## config.mk

```make
export PLATFORM = sky130hd
export DESIGN_NAME = w4823_fir_cload
export DESIGN_NICKNAME = d
export VERILOG_FILES = /design/src/rtl/w4823_fir_pkg.sv /design/src/rtl/w4823_fir_cload.sv
export SDC_FILE = /design/constraint.sdc
export NUM_CORES = 1
export LEC_CHECK = 0
export BUFFER_PORTS_ARGS = -buffer_cell sky130_fd_sc_hd__buf_2
export CAP_MARGIN = 15
export CORE_MARGIN = 2
export CORE_UTILIZATION = 51
export CTS_CLUSTER_SIZE = 16
export DETAILED_ROUTE_END_ITERATION = 8
export PLACE_DENSITY = 0.74
export SETUP_SLACK_MARGIN = 0.5
export SYNTH_ARGS = -nofsm -noshare
export SYNTH_HDL_FRONTEND = slang
export SYNTH_SLANG_ARGS = --single-unit
```

## constraint.sdc

```tcl
create_clock -name clk -period 2.6 [get_ports clk]
set_input_delay 0.65 -clock clk [delete_from_list [all_inputs] [get_ports clk]]
set_output_delay 0.65 -clock clk [all_outputs]
set_load 0.005 [all_outputs]
```

## src/rtl/w4823_fir_pkg.sv

```systemverilog
// Constants and state type shared between the W4823 FIR and its coefficient load sequencer.
package w4823_fir_pkg;

    localparam int unsigned N_TAPS = 64;
    localparam int unsigned CW     = 17;
    localparam int unsigned AW     = $clog2(N_TAPS);

    typedef enum logic [2:0] {
        StIdle,
        StWait,
        StWrite,
        StGap,
        StDone
    } cload_state_t;

endpackage

```

## src/rtl/w4823_fir_cload.sv

```systemverilog
// Coefficient load sequencer: streams ntaps words into FIR coefficient addresses 0..ntaps-1,
// spacing writes by GAP idle cycles, with a done pulse and a sticky error on abort or bad length.
module w4823_fir_cload
    import w4823_fir_pkg::*;
#(
    parameter int unsigned N_TAPS = w4823_fir_pkg::N_TAPS,
    parameter int unsigned CW     = w4823_fir_pkg::CW,
    parameter int unsigned AW     = w4823_fir_pkg::AW,
    parameter int unsigned GAP    = 2
) (
    input  logic          clk,
    input  logic          rst,
    input  logic          start,
    input  logic [AW:0]   ntaps,
    input  logic          abort,
    input  logic [CW-1:0] s_data,
    input  logic          s_valid,
    output logic          s_ready,
    output logic [CW-1:0] cin,
    output logic [AW-1:0] caddr,
    output logic          cload,
    output logic          busy,
    output logic          done,
    output logic          err
);

    // Gap counter holds GAP-1 down to 0, so it needs clog2(GAP) bits (at least one).
    localparam int unsigned    GW       = (GAP < 2) ? 1 : $clog2(GAP);
    localparam logic [GW-1:0]  GAP_LOAD = GW'((GAP == 0) ? 0 : GAP - 1);
    localparam logic [AW:0]    MAX_N    = (AW + 1)'(N_TAPS);

    cload_state_t  r_state;
    logic [AW:0]   r_ntaps;
    logic [AW-1:0] r_addr;
    logic [GW-1:0] r_gap;
    logic [CW-1:0] r_cin;
    logic [AW-1:0] r_caddr;
    logic          r_cload;
    logic          r_busy;
    logic          r_done;
    logic          r_err;
    logic          w_last;

    // abort wins over a same-cycle handshake by withdrawing ready.
    assign s_ready = (r_state == StWait) && !abort;
    assign w_last  = ({1'b0, r_addr} == (r_ntaps - (AW + 1)'(1)));

    always_ff @(posedge clk or posedge rst) begin
        if (rst) begin
            r_state <= StIdle;
            r_ntaps <= '0;
            r_addr  <= '0;
            r_gap   <= '0;
            r_cin   <= '0;
            r_caddr <= '0;
            r_cload <= 1'b0;
            r_busy  <= 1'b0;
            r_done  <= 1'b0;
            r_err   <= 1'b0;
        end else begin
            r_cload <= 1'b0;
            r_done  <= 1'b0;
            if (abort && (r_state != StIdle)) begin
                r_state <= StIdle;
                r_busy  <= 1'b0;
                r_err   <= 1'b1;
            end else begin
                case (r_state)
                    StIdle: begin
                        if (start) begin
                            if ((ntaps == '0) || (ntaps > MAX_N)) begin
                                r_err <= 1'b1;
                            end else begin
                                r_err   <= 1'b0;
                                r_ntaps <= ntaps;
                                r_addr  <= '0;
                                r_busy  <= 1'b1;
                                r_state <= StWait;
                            end
                        end
                    end
                    StWait: begin
                        if (s_valid && s_ready) begin
                            r_cin   <= s_data;
                            r_caddr <= r_addr;
                            r_cload <= 1'b1;
                            r_state <= StWrite;
                        end
                    end
                    StWrite: begin
                        if (w_last) begin
                            r_busy  <= 1'b0;
                            r_done  <= 1'b1;
                            r_state <= StDone;
                        end else begin
                            r_addr <= r_addr + AW'(1);
                            if (GAP == 0) begin
                                r_state <= StWait;
                            end else begin
                                r_gap   <= GAP_LOAD;
                                r_state <= StGap;
                            end
                        end
                    end
                    StGap: begin
                        if (r_gap == '0) begin
                            r_state <= StWait;
                        end else begin
                            r_gap <= r_gap - GW'(1);
                        end
                    end
                    StDone: begin
                        r_state <= StIdle;
                    end
                    default: begin
                        r_state <= StIdle;
                    end
                endcase
            end
        end
    end

    assign cin   = r_cin;
    assign caddr = r_caddr;
    assign cload = r_cload;
    assign busy  = r_busy;
    assign done  = r_done;
    assign err   = r_err;

endmodule

```

Word-level counts from Yosys, hierarchy flattened. Index checks and enable logic that the tools add are counted.

Logic and storage cells: 77. Bits in registers: 44. Output and inout bits: 28. Input port bits: 29.

Magnitude comparators: 1. Eq/ne operators: 12. Bitwise logic cells: 2. Reduce and logical (&&, ||, !) cells: 20. Mux-type cells: 29. Add/subtract/negate cells: 3.

Operators by type and width (count): 3-bit 2-to-1 mux (6); 6-bit 2-to-1 mux (3); 1-bit 2-to-1 mux (16); 3-bit != test (second input constant) (4); 3-bit one-hot mux with 4 select lines (1); 6-bit one-hot mux with 2 select lines (1); 4-bit AND reduction (3); 2-bit nonzero test (4); 6-bit by 7-bit == test with 1-bit output (1); 7-bit > comparator (second input constant) (1); 7-bit zero test (1); 7-bit by 1-bit subtractor with 7-bit output (second input constant) (1); 6-bit by 1-bit adder with 6-bit output (second input constant) (1); 3-bit by 2-bit == test with 1-bit output (second input constant) (2); 2-bit != test (second input constant) (3); 3-bit AND reduction (2); 3-bit nonzero test (2); 5-bit AND reduction (1); 1-bit one-hot mux with 2 select lines (2); 3-bit by 1-bit == test with 1-bit output (second input constant) (1); 1-bit logical AND (3); 3-bit zero test (1); 3-bit by 1-bit != test with 1-bit output (second input constant) (1); 1-bit inverter (2); 4 further kinds (4).

Depth between registers and ports, before layout.
Depth after elaboration: 6. Depth in mapped cells: 9. Mapped depth without buffers: 8.

Least setup slack after synthesis. Ideal clock, no wire load.

Kind: input to register. Start point: in start. End point: reg r_addr[5]. Path slack: 0.347 ns. Setup time: 0.078 ns. Path buffers: 1. Stages: 7. Required time: 2.522 ns. Arrival: 2.176 ns. Cell sequence: or4b_1 a211oi_2 or2_1 buf_4 nor2_2 or4_1 a21oi_1.

Longest elaborated chain between the ends: 2.

RTL lines: start, declared (RTL line w4823_fir_cload.sv:13) `input logic start,`; 2-bit != test (no source line); 5-bit AND reduction (no source line); end signal, assigned (RTL line w4823_fir_cload.sv:96) `r_addr <= r_addr + AW'(1);`; end, declared (RTL line w4823_fir_cload.sv:34) `logic [AW-1:0] r_addr;`.

No other way between the ends. A chain may end at the register's enable or synchronous reset.

Final worst setup path.
Start point: reg r_state[0]. End point: reg r_addr[5].

Longest elaborated chain between the ends: 4. Elaborated cells on any way between the ends: 11. Classes of those cells: 4 x eq/ne; 1 x mux; 1 x bitwise; 5 x reduce/logical.

RTL lines: start, declared (RTL line w4823_fir_cload.sv:32) `cload_state_t r_state;`; start signal, assigned (RTL line w4823_fir_cload.sv:50) `r_state <= StIdle;`; start signal, assigned (RTL line w4823_fir_cload.sv:64) `r_state <= StIdle;`; start signal, assigned (RTL line w4823_fir_cload.sv:78) `r_state <= StWait;`; parallel branches: the longest is 4 deep, another holds 5-bit AND reduction.

Several ways; the timed one is not identified.

==> impl_results.md <==
* Static Leak at 1.29 nW
* Met3 track demand over resource in global routing at 5.00%
* Unrepaired setup endpoints after global routing: yes
* Sequential-to-total area share from yosys stat at between 50% and 60%
* Total Wirelength at about 4200 um
* Kind of capture point of the worst setup path: flip-flop
* Critical path arrival at ~2.3 ns
* First-iteration detailed-routing DRC count at 66
* Share of cells above drive strength 1 at approximately 47%
* Number of slew-limit violations in the final report at 0
* Met2 Use GR at 31.3%
* Yosys Warn Count at 0
* Post-synth net total at 214
* Largest net degree at the start of global routing at 45
* Area of the mapped netlist at 2040 um2
* Placed wire-length estimate after detailed placement at 2910 um
* Endpoint of the worst register-to-register path: r_addr[5]
* Wirelength per Cell at 13.9 um
* Worst setup timing slack at the placement stage at 0.216 ns
* Total power at 0.00261 W
* Mapped Cells at 183
* Top-level port count at 57
* Reg-to-reg critical path startpoint: r_state[0]
* CTS Buf Count at 5
* Number of global-route vias before repair at around 1.5k
* Antenna violations before repair at 0
* Result of the run: complete, no violations
* Post-synthesis area per instance at 11.2 um2
* Met1 layer usage reported by global route at 26.5%
* Number of hold-repair buffers added at the cts stage at 0
* Worst Setup Path Type: flip-flop to flip-flop
* Number of standard-cell rows in the floorplan at 23
* Clock transition time at the flip-flop clock pins of the worst setup and hold paths at 0.08 ns
* Number of H-tree levels at 2
* Worst stage delay on the critical path at 0.55 ns
* Detailed-route DRC error count at 0
* Crit path required time at 2.83 ns
* Most numerous cell in the Yosys netlist: sky130_fd_sc_hd__dfrtp_1
* Routability-driven placement congestion ratio at 0.807
* Antenna Nets Post-Route at 0
* Top fanout value on the critical path at 8
* Number of clock sinks at 44
* Total routing resource utilization after global routing at between 15 and 20%
* Achievable frequency at 0.483 GHz
* Transition time at the pin with the least slew margin at 0.556 ns
* Most instantiated cells after synthesis: sky130_fd_sc_hd__dfrtp_1, sky130_fd_sc_hd__nand2_1, sky130_fd_sc_hd__mux2_2
* Number of violations of the max-capacitance limit at 0
* Async S/R FF share, synth at 100%
* Period utilisation layout at 79.7%
* Buffer levels on the longest clock path at 2
* Critical path launch point type: flip-flop
* Final Skew at 0.00554 ns
* Die height at 67.3 um
* Number of inserted diodes at 0
* Register-to-register setup slack at 0.53 ns
* Total die area at approximately 4500 um2
* Final hold violation count at 0
* Initial Utilization at 52.2%
* Area inside the core boundary at approximately 4000 um2
* Busiest layer in global routing: met2
* Cell depth of the worst flop-to-flop path at 6
* Number of distinct library cells after synthesis at 36
* Max-slew headroom at 62.9%
* Count of input and output buffers at between 50 and 60
* Worst IR drop on VDD at 0.568 mV
* Cell Count Post-Placement at about 290
* Count of vias placed by the detailed router at 1,594
* Clock root buffer master: sky130_fd_sc_hd__clkbuf_8
* Number of endpoints failing setup at the final stage at 0
* Most area-consuming cells after synthesis: sky130_fd_sc_hd__dfrtp_1, sky130_fd_sc_hd__mux2_2, sky130_fd_sc_hd__nand2_1
* Final cell count without fillers at 303
* Clock tree from TritonCTS: done
* Slowest CP cell: sky130_fd_sc_hd__or4b_4
* Post-layout net count at 283
* Sum Neg Setup Slack at 0 ns
* Flip-flop cell with the highest count after synthesis: sky130_fd_sc_hd__dfrtp_1
* Fillers at 326
* Post-synth EDFFs at 0
* Die W at 67.3 um
* Yosys top cell area share at 53.9%
* Cell type with the largest total area after synthesis: sky130_fd_sc_hd__dfrtp_1
* Number of detailed-routing iterations run before antenna repair at 4
* Register bit total from synthesis at 44
* Post-layout minimum cycle time at 2.07 ns
* Setup WS post-layout at 0.529 ns
* First-pass GRT wire length at 6700 um
* Power Density at 995 nW/um2
* Clock latency of the later-clocked register in the worst-skew pair at 0.30 ns
* Syn-to-layout area delta at 28.4%
* Crit path from: r_state[0]
* Worst-path cell chain: or4b_4, a211oi_4, or2_4, nor2_4, or4_1, a21oi_1
* Average via count per standard cell at between 5 and 6
* Remaining global-route overflow at 0
* Min-Delay Path Class: input pin to asynchronous set/reset pin
[per-layer routing]
metal | wire length (um) | share of wire (%)
met1 | 2030 | 48
met5 | 0 | 0
met2 | 1970 | 47
met4 | 42 | 1.0
met3 | 164 | 3.9
[per-stage QoR]
| step | area (um2) | utilization, % | hold slack (ns) |
|---|---|---|---|
| global route | 2630 | 67.1 | 0.522 |
| finish | 2630 | 67.1 | 0.489 |
| detailed placement | 2400 | 61.3 | 0.487 |
| floorplan | 2060 | - | 0.463 |
| CTS | 2530 | 64.6 | 0.501 |
| global placement | 2400 | 61.3 | 0.482 |
[registers in the layout, summed over array words and instances, names as in the netlist]
register  flops
r_addr        6
cin          17
busy          1
caddr         6
done          1
cload         1
r_ntaps       7
r_state       3
err           1
r_gap         1
[layout by cell type, fill, tap and decap left out, drive strengths merged, types with 5 or more instances in the layout]
cell type	n
nor2	12
nor3	8
or3	5
nand2	24
o21ai	7
buf	68
dfrtp	44
xnor2	10
clkbuf	6
mux2	23
inv	6
[cell type report]
type | instances | area (um2) | area share (%)
Sequential cell | 44 | 1100 | 42.1
Multi-Input combinational cell | 127 | 967 | 36.8
Inverter | 6 | 22.5 | 0.858
Tap cell | 50 | 62.6 | 2.38
Clock buffer | 6 | 82.6 | 3.15
Clock inverter | 2 | 15.0 | 0.572
Timing Repair Buffer | 68 | 370 | 14.1
[worst max-delay path: cells and delay by family, from the launching register on]
kind | cells | cell delay [ns]
AO/OA/AOI/OAI | 2 | 0.38
flip-flops | 1 | 0.44
AND/OR/NAND/NOR | 4 | 1.18
[repair_timing]
action	in CTS	in global routing
pin swaps	3	5
gates resized for setup	8	12
setup buffers	1	6
setup endpoints to repair	10	7
[worst max-delay path by stage]
stage,slack (ns),to
finish,0.53,r_addr[5]
global route,0.46,r_addr[4]
CTS,0.50,r_addr[5]
detailed placement,0.22,r_addr[3]
global placement,0.28,r_addr[2]
floorplan,0.39,r_addr[2]
[cell families after synthesis]
logic type / synth area share [%]
AOI/OAI and AO/OA: 7.47
xor gates and xnor gates: 4.71
adders and majority gates: 1.22
buffers and inverters: 2.75
DFF: 53.9
muxes: 13.2
and+or+nand+nor: 16.8
[power breakdown]
part / internal, W / leakage (nW) / switching [W] / total (W)
combinational: 0.000578 / 0.687 / 0.000488 / 0.00107
clock: 0.000215 / 0.0434 / 0.000240 / 0.000455
sequential: 0.000932 / 0.555 / 0.000160 / 0.00109
Power figures use the tool's default switching activity.
